File: src/rtl/ap_pkg.sv
// Shared definitions for the AP instruction path.
// Holds the instruction-cache FSM states, bytes per instruction and the page helper.
package ap_pkg;

   typedef enum logic [1:0] {
      FILL_REQ,
      FILL_WAIT,
      READY
   } ins_cache_st_t;

   localparam int ISA_BYTES = 8;

   function automatic logic [31:0] page_of(
      input logic [31:0] addr,
      input int unsigned lg_depth
   );
      return addr >> lg_depth;
   endfunction

endpackage

File: src/rtl/ins_cache_mem.sv
// Page storage for ins_cache: simple dual-port RAM.
// One synchronous write port, one registered read port (1-cycle latency).
module ins_cache_mem #(
   parameter int DEPTH = 64,
   parameter int WIDTH = 64,
   parameter int AW    = $clog2(DEPTH)
) (
   input  logic             clk,
   input  logic             rst,
   input  logic             i_we,
   input  logic [AW-1:0]    i_waddr,
   input  logic [WIDTH-1:0] i_wdata,
   input  logic             i_re,
   input  logic [AW-1:0]    i_raddr,
   output logic [WIDTH-1:0] o_rdata
);

   logic [WIDTH-1:0] r_mem [DEPTH];

   always_ff @(posedge clk) begin
      if (i_we) r_mem[i_waddr] <= i_wdata;
   end

   // Read register holds its value when no read is requested
   always_ff @(posedge clk) begin
      if (rst)       o_rdata <= '0;
      else if (i_re) o_rdata <= r_mem[i_raddr];
   end

endmodule

File: src/rtl/ins_cache.sv
// Page-based instruction cache refilled one word per DDR request.
// Optional INS_CACHE_FILL_CNT_EN adds a saturating completed-fill counter.
module ins_cache
   import ap_pkg::*;
#(
   parameter int ADDR_WIDTH_MEM  = 16,
   parameter int ISA_DEPTH       = 64,
   parameter int TOTAL_ISA_DEPTH = 128,
   parameter int ISA_WIDTH       = 64,
   parameter int DDR_ADDR_WIDTH  = 28,
   parameter int ISA_BASE_ADDR   = 0
) (
   input  logic                      clk,
   input  logic                      rst,
   input  logic [ADDR_WIDTH_MEM-1:0] addr_ins,
   output logic [ISA_WIDTH-1:0]      ins,
   output logic                      ins_valid,
   output logic                      ins_cache_inited,
   output logic                      ins_cache_rdy,
   output logic [9:0]                load_times,
   output logic                      ddr_rd_req,
   output logic [DDR_ADDR_WIDTH-1:0] ddr_rd_addr,
   input  logic                      ddr_rd_rdy,
   input  logic [ISA_WIDTH-1:0]      ddr_rd_data,
   input  logic                      ddr_rd_data_valid
`ifdef INS_CACHE_FILL_CNT_EN
   ,output logic [15:0]              fill_cnt
`endif
);

   localparam int AW = $clog2(ISA_DEPTH);

   ins_cache_st_t r_state, w_state_nxt;

   logic                      r_req;
   logic [DDR_ADDR_WIDTH-1:0] r_addr;
   logic [AW-1:0]             r_k;
   logic [9:0]                r_page;
   logic [9:0]                r_load;
   logic                      r_inited;
   logic                      r_valid;

   logic [31:0] w_addr32;
   logic [31:0] w_p;
   logic [31:0] w_rem;
   logic [31:0] w_next_addr;
   logic        w_idle;
   logic        w_hit;
   logic        w_miss;
   logic        w_acc;
   logic        w_wr;
   logic        w_last;
   logic        w_done;

   assign w_addr32 = 32'(addr_ins);
   assign w_p      = page_of(w_addr32, AW);
   assign w_idle   = addr_ins[ADDR_WIDTH_MEM-1]
                   || (w_addr32 >= 32'(TOTAL_ISA_DEPTH));
   assign w_hit    = (r_state == READY) && !w_idle
                   && (w_p == 32'(r_page));
   assign w_miss   = (r_state == READY) && !w_idle && !w_hit;
   assign w_acc    = (r_state == FILL_REQ) && r_req && ddr_rd_rdy;
   assign w_wr     = (r_state == FILL_WAIT) && ddr_rd_data_valid;

   // Last word is the page end, or the program end on a partial page
   assign w_rem  = 32'(TOTAL_ISA_DEPTH - 1)
                 - 32'(r_page) * 32'(ISA_DEPTH);
   assign w_last = (r_k == AW'(ISA_DEPTH - 1)) || (32'(r_k) == w_rem);
   assign w_done = w_wr && w_last;

   assign w_next_addr = 32'(ISA_BASE_ADDR)
      + (32'(r_page) * 32'(ISA_DEPTH) + 32'(r_k)) * 32'(ISA_BYTES);

   always_ff @(posedge clk) begin
      if (rst) r_state <= FILL_REQ;
      else     r_state <= w_state_nxt;
   end

   always_comb begin
      w_state_nxt = r_state;
      unique case (r_state)
         FILL_REQ:  if (w_acc) w_state_nxt = FILL_WAIT;
         FILL_WAIT: if (w_wr)  w_state_nxt = w_last ? READY : FILL_REQ;
         READY:     if (w_miss) w_state_nxt = FILL_REQ;
         default:   w_state_nxt = FILL_REQ;
      endcase
   end

   always_ff @(posedge clk) begin
      if (rst) begin
         r_req    <= 1'b0;
         r_addr   <= '0;
         r_k      <= '0;
         r_page   <= '0;
         r_load   <= '0;
         r_inited <= 1'b0;
         r_valid  <= 1'b0;
      end else begin
         r_valid <= w_hit;
         if ((r_state == FILL_REQ) && !r_req) begin
            r_req  <= 1'b1;
            r_addr <= DDR_ADDR_WIDTH'(w_next_addr);
         end else if (w_acc) begin
            r_req <= 1'b0;
         end
         if (w_wr) r_k <= r_k + 1'b1;
         if (w_done) begin
            r_load   <= r_page + 10'd1;
            r_inited <= 1'b1;
         end
         if (w_miss) begin
            r_page <= 10'(w_p);
            r_k    <= '0;
         end
      end
   end

`ifdef INS_CACHE_FILL_CNT_EN
   always_ff @(posedge clk) begin
      if (rst)                          fill_cnt <= '0;
      else if (w_done && ~&fill_cnt)    fill_cnt <= fill_cnt + 16'd1;
   end
`endif

   ins_cache_mem #(
      .DEPTH (ISA_DEPTH),
      .WIDTH (ISA_WIDTH),
      .AW    (AW)
   ) u_mem (
      .clk     (clk),
      .rst     (rst),
      .i_we    (w_wr),
      .i_waddr (r_k),
      .i_wdata (ddr_rd_data),
      .i_re    (w_hit),
      .i_raddr (addr_ins[AW-1:0]),
      .o_rdata (ins)
   );

   assign ins_valid        = r_valid;
   assign ins_cache_inited = r_inited;
   assign ins_cache_rdy    = w_hit && !rst;
   assign load_times       = r_load;
   assign ddr_rd_req       = r_req;
   assign ddr_rd_addr      = r_addr;

endmodule

File: config.mk
export PLATFORM = sky130hd
export DESIGN_NAME = ins_cache
export DESIGN_NICKNAME = d
export VERILOG_FILES = /design/src/rtl/ap_pkg.sv /design/src/rtl/ins_cache_mem.sv /design/src/rtl/ins_cache.sv
export SDC_FILE = /design/constraint.sdc
export NUM_CORES = 2
export LEC_CHECK = 0
export BUFFER_PORTS_ARGS = -buffer_cell sky130_fd_sc_hd__buf_2
export CAP_MARGIN = 40
export CORE_MARGIN = 3
export CORE_UTILIZATION = 40
export DETAILED_ROUTE_END_ITERATION = 12
export SETUP_SLACK_MARGIN = 0.15
export SLEW_MARGIN = 20
export SYNTH_ARGS = -nofsm -noshare
export SYNTH_HDL_FRONTEND = slang
export SYNTH_SLANG_ARGS = --single-unit
File: constraint.sdc
create_clock -name clk -period 27.2 [get_ports clk]
set_input_delay 2.72 -clock clk [delete_from_list [all_inputs] [get_ports clk]]
set_output_delay 2.72 -clock clk [all_outputs]
set_load 0.02 [all_outputs]
# Word-level counts from Yosys, hierarchy flattened

Memory sizes are Yosys's and may differ from the RTL's. A register that Yosys moved wholly into a read port is not among the register bits.
Cells that the tools add are included.

Bits in writable memories: 4096
Memories: 1
Word-level logic and storage cells: 50
Flip-flop bits (word level): 56
Input port bits: 84

Memory list:

| name        | depth | bits a word | read ports | clocked after memory_dff | wr ports | line                | RTL |
|---|---|---|---|---|---|---|---|
| u_mem.r_mem | 64    | 64          | 1          | 1                        | 1        | ins_cache_mem.sv:18 | `logic [WIDTH-1:0] r_mem [DEPTH];` |

Magnitude comparators: 1
Reduce and logical (&&, ||, !) cells: 19
Mux-type cells: 9
$add $sub $neg: 4
Equal/unequal tests: 8

Operators by type and width:

| operator              | count |
|---|---|
| $eq 6x32->1           | 1 |
| $add 16x6->17         | 1 |
| $sub 7x16->17 const A | 1 |
| $ge 16x8->1 const B   | 1 |
| $add 10x1->10 const B | 1 |
| $eq 10x10->1          | 1 |
| $logic_and 1x1->1     | 9 |
| $mux 2                | 4 |
| $add 6x1->6 const B   | 1 |
| $eq 6x6->1 const B    | 1 |
| $ne 2x2->1 const B    | 3 |
| $pmux 2 s3            | 1 |
| $logic_not 1->1       | 4 |
| $mux 1                | 4 |
| $reduce_and 3->1      | 1 |
| $eq 2x1->1 const B    | 1 |
| $eq 2x2->1 const B    | 1 |
| $logic_not 2->1       | 1 |
| $logic_or 1x1->1      | 2 |
| $reduce_bool 2->1     | 1 |
| $reduce_or 2->1       | 1 |

# Depth between registers and ports, before layout

Depth in word-level cells: 9
Gate-level depth with buffers: 10
Mapped depth without buffers: 6

# Cells and area by module

A second synthesis with hierarchy kept.

Cells, all modules: 7704
Area, all modules: 161567.5 sq um

By module, submodules not included:

| module        | area each (sq um) | cells an instance | times used |
|---|---|---|---|
| ins_cache_mem | 159414.1          | 7469              | 1 |
| ins_cache     | 2153.3            | 235               | 1 |

# Least setup slack after synthesis

OpenSTA, ideal clock, no wires.

Path type: input to register
Start point: input port ddr_rd_data_valid
End point: memory u_mem.r_mem[23][0], enable pin
Library setup time: 0.667 ns
Buffers on the path: 0
Stages on the path: 5
Data required time: 26.533 ns
Data arrival time: 10.205 ns
Setup slack: 16.328 ns
Cell sequence: nand2_1 > nor2_1 > and2_1 > nand3_1 > nor4b_1

Word-level cells in the longest chain between the ends: 3

RTL lines:

| item                         | line                | RTL |
|---|---|---|
| start: declaration           | ins_cache.sv:25     | `input logic ddr_rd_data_valid` |
| $logic_and 1x1->1            | ins_cache.sv:63     | `assign w_wr = (r_state == FILL_WAIT) && ddr_rd_data_valid;` |
| $mux 1                       | ins_cache_mem.sv:21 | `if (i_we) r_mem[i_waddr] <= i_wdata;` |
| $mux 1 (implied by the code) | ins_cache_mem.sv:21 |  |
| end: declaration             | ins_cache_mem.sv:18 |  |

Every way passes these cells.

# Final worst setup path

Start point: input port addr_ins[2]
End point: register u_mem.o_rdata[54], read port of u_mem.r_mem

Word-level cells in the longest chain between the ends: 5

RTL lines:

| item               | line                | RTL |
|---|---|---|
| start: declaration | ins_cache.sv:15     | `input logic [ADDR_WIDTH_MEM-1:0] addr_ins,` |
| $ge 16x8->1        | ins_cache.sv:58     | `\|\| (w_addr32 >= 32'(TOTAL_ISA_DEPTH));` |
| $logic_or 1x1->1   | ins_cache.sv:58     |  |
| $logic_not 1->1    | ins_cache.sv:59     | `assign w_hit = (r_state == READY) && !w_idle` |
| $logic_and 1x1->1  | ins_cache.sv:59     |  |
| $logic_and 1x1->1  | ins_cache.sv:60     | `&& (w_p == 32'(r_page));` |
| end: declaration   | ins_cache_mem.sv:15 | `output logic [WIDTH-1:0] o_rdata` |

Parallel ways exist; a longest one is shown, timed or not.
A chain may end at the register's enable or synchronous reset.

==> impl_metrics.ini <==
[synthesis]
syn_area_mm2 = 0.159
yosys.cell_types.count = 52
synth_top_area_share_pct = 77.2
syn_inst = 7557
synth_compound_area_share_pct = 3.98
synth_xor_area_share_pct = 0.121
avgSynthCellArea_um2 = 21.1
synth_most_common_cell = edfxtp_1
synth_edf_count = 4096
synth-seq-cells = 4207
yosysSeqAreaShare_pct = 78.6
yosys-top-cells-area = edfxtp_1 (77%), mux4_2 (9.0%), mux2i_1 (4.8%), a22oi_1 (1.5%), dfxtp_1 (1.4%)
muxShareOfSynthArea_pct = 14.3
synth_common_cells = edfxtp_1 (4,096), mux2i_1 (771), mux4_2 (640), a22oi_1 (309), o22ai_1 (256)
yosysTopAreaCell = edfxtp_1
synth_top_family_by_area = multiplexers
yosys.area_share.simple_pct = 1.56
synthAdderAreaFrac_pct = 0.0157
synth_async_sr_flop_share_pct = 0
synth_ff_type = edfxtp_1
yosys_warnings = 0

[place]
hpwl_um = 258000
dp.cells = 12899
place_area_mm2 = 0.170
io_buffers = 177
place_congestion = 0.779

[hold_path]
hold_path.class = register to register

[setup_path]
startpoint_type = primary input
critical_path_class = primary input to register
cpPeakStageDelay_ns = 0.77
end_kind = register
critPathBufInv = 9
crit_chain = buf_12, buf_4, buf_4, buf_4, buf_12, buf_4, buf_16, buf_4, buf_16, mux4_2, mux2_2, a22oi_1, o21ai_1, a221o_1
path_common_cell = buf_4
arrival_ns = 8.76
path_delay_family = buffers and inverters
cp_slowest_cell = buf_4
cp_max_fo = 115
crit_required_ns = 28.07

[cells_and_area]
drive_above_1_share_pct = 23.0
stdcell_count = 13720
areaGrowthSynthToFinish_pct = 15.7
final_nets = 8204
fin_area_mm2 = 0.184
fill_cells = 32331

[clock_network]
cts_num_sinks = 4207
holdBufCountCts = 0
cts_setup_buffers = 0
clockBufferDepth = 4
ctsHtreeMaxLevel = 5
numCtsBuffers = 420
clkTransAtPathRegs_ns = 0.06
cts_tree = built
insertion_delay_ns = 0.98
clockRootBuffer = clkbuf_16
cts_resized = 0

[timing]
rsz0062_at_grt = false
final_max_slew_viol_count = 0
worst_pin_slew_ns = 1.04
post-route-period-util_pct = 29.0
fin_tns_setup_ns = 0
min_period_ns = 7.89
timing.hold.ws_ns = 0.454
hold_viol = 0
max_freq_mhz = 127
relSlewSlack_pct = 30.6
setup_viol = 0
skew_ns = 0.0725

[route]
routed_wl_um = 457000
first_iter_violations = 10609
dr_total_vias = 81389
viasPerCell = 5.93
wl_per_cell_um = 33.3
drtAntennaViolNets = 0
drc = 0
first_pass_iters = 5

[pwr]
internal-power_mw = 10.5
p_sw_share_pct = 20.7
p_leak_nw = 59.9
vdd_drop_max_mv = 0.0648
p_sw_mw = 2.75
power.total_mw = 13.3
p_clk_share_pct = 42.5
powerDensity_mw_per_mm2 = 72.1
p_comb_share_pct = 4.0
p_seq_share_pct = 53.5

[floorplan]
io_pins = 190
fp.dieW_um = 637
core_area_mm2 = 0.396
fp-row-count = 231
die_area_mm2 = 0.406
start_util_pct = 40.2
die_h_um = 637

[grt]
grt_pass1_wl_um = 635000
overflow = 0
grt_pass1_vias = 80997
track_usage_pct = 22.0
antenna_found_initial = 25
grt_max_degree = 127

[status]
status = complete, no violations

[flow_run]
drv_cap = 0
## flip-flops by register name, summed over array words and instances, names as in the netlist
| signal | count |
|---|---|
| u_mem.r_mem | 4096 |
| u_mem.o_rdata | 64 |
| ddr_rd_addr | 16 |
| load_times | 10 |
| r_page | 10 |
| r_k | 6 |
| r_state | 2 |
| ddr_rd_req | 1 |
| ins_cache_inited | 1 |
| ins_valid | 1 |
## layer usage
layer / global-route usage [%] / routed length (µm)
met4: 7.55 / 17200
met2: 35.4 / 218000
met1: 30.5 / 184000
met3: 3.68 / 37200
met5: 0 / 76
## worst reg2reg max path: cells and delay by family (launching register included)
kind          cells  cell delay [ns]
simple gates      5             2.01
buf+inv           4             1.57
flops             1             0.40
## final cells by class
type / instances / area, µm² / area share, %
Sequential cell: 4207 / 125000 / 67.9
Antenna cell: 9 / 22.5 / 0.0122
Tap cell: 5242 / 6560 / 3.56
Clock inverter: 181 / 1740 / 0.945
Timing Repair Buffer: 572 / 6520 / 3.53
Clock buffer: 592 / 11700 / 6.34
Multi-Input combinational cell: 2914 / 32600 / 17.7
Inverter: 3 / 11.3 / 0.00611
## power by group through the flow
stage | sequential [mW] | clock (mW) | combinational, mW
3_3_place_gp | 7.25 | 0 | 0.485
3_5_place_dp | 7.25 | 0 | 0.523
4_1_cts | 7.11 | 5.75 | 0.524
5_1_grt | 7.10 | 6.00 | 0.566
6_report | 7.11 | 5.65 | 0.531
2_1_floorplan | 7.25 | 0 | 0.293
## kinds of logic after synthesis
group	count (synthesis)
other	1
DFF	4207
AOI/OAI and AO/OA	873
adders and majority gates	2
and+or+nand+nor	529
xor gates and xnor gates	22
muxes	1476
buffers and inverters	447
## final timing paths
check | endpoint | cells after the start | slack (ns) | from
setup / recovery | u_mem.o_rdata[54] | 14 | 19.31 | addr_ins[2]
hold / removal | ddr_rd_addr[17] | 2 | 0.45 | ddr_rd_addr[17]
hold reg to reg | ddr_rd_addr[17] | 2 | 0.45 | ddr_rd_addr[17]
setup reg to reg | u_mem.r_mem[28][32] | 9 | 22.83 | r_state[0]
## cells in the final DEF, fill, tap and decap left out, types with 14 or more instances in the layout
master     Yosys  final
clkbuf_8       0     46
buf_12         0    129
bufinv_16      0     25
clkinv_2       0     54
mux4_2       640    640
buf_16         0     49
a221o_1       64     64
o21ai_0       14     14
nand3_1       61     61
clkbuf_16      0    424
clkbuf_1     193    123
buf_2        179    175
a22oi_1      309    309
nor4_1        66     65
o21ai_1       62     62
o22ai_1      256    256
dfxtp_1      111    111
clkinv_1       0     67
a21oi_1       17     17
edfxtp_1    4096   4096
a22o_1       128    128
mux2i_1      771    771
buf_4         23    206
xor2_1        14     14
nor2_4         0     63
mux2_2        65     65
nand2_1      175    175
nor2_1       154     93
## stage by stage
step / worst slack [ns] / utilization, %
6_report: 19.31 / 46.5
5_1_grt: 19.06 / 46.5
2_1_floorplan: 16.33 / -
3_3_place_gp: 17.82 / 42.1
3_5_place_dp: 18.20 / 42.9
4_1_cts: 19.24 / 46.3
No activity file was read; power rests on OpenSTA's default activity.
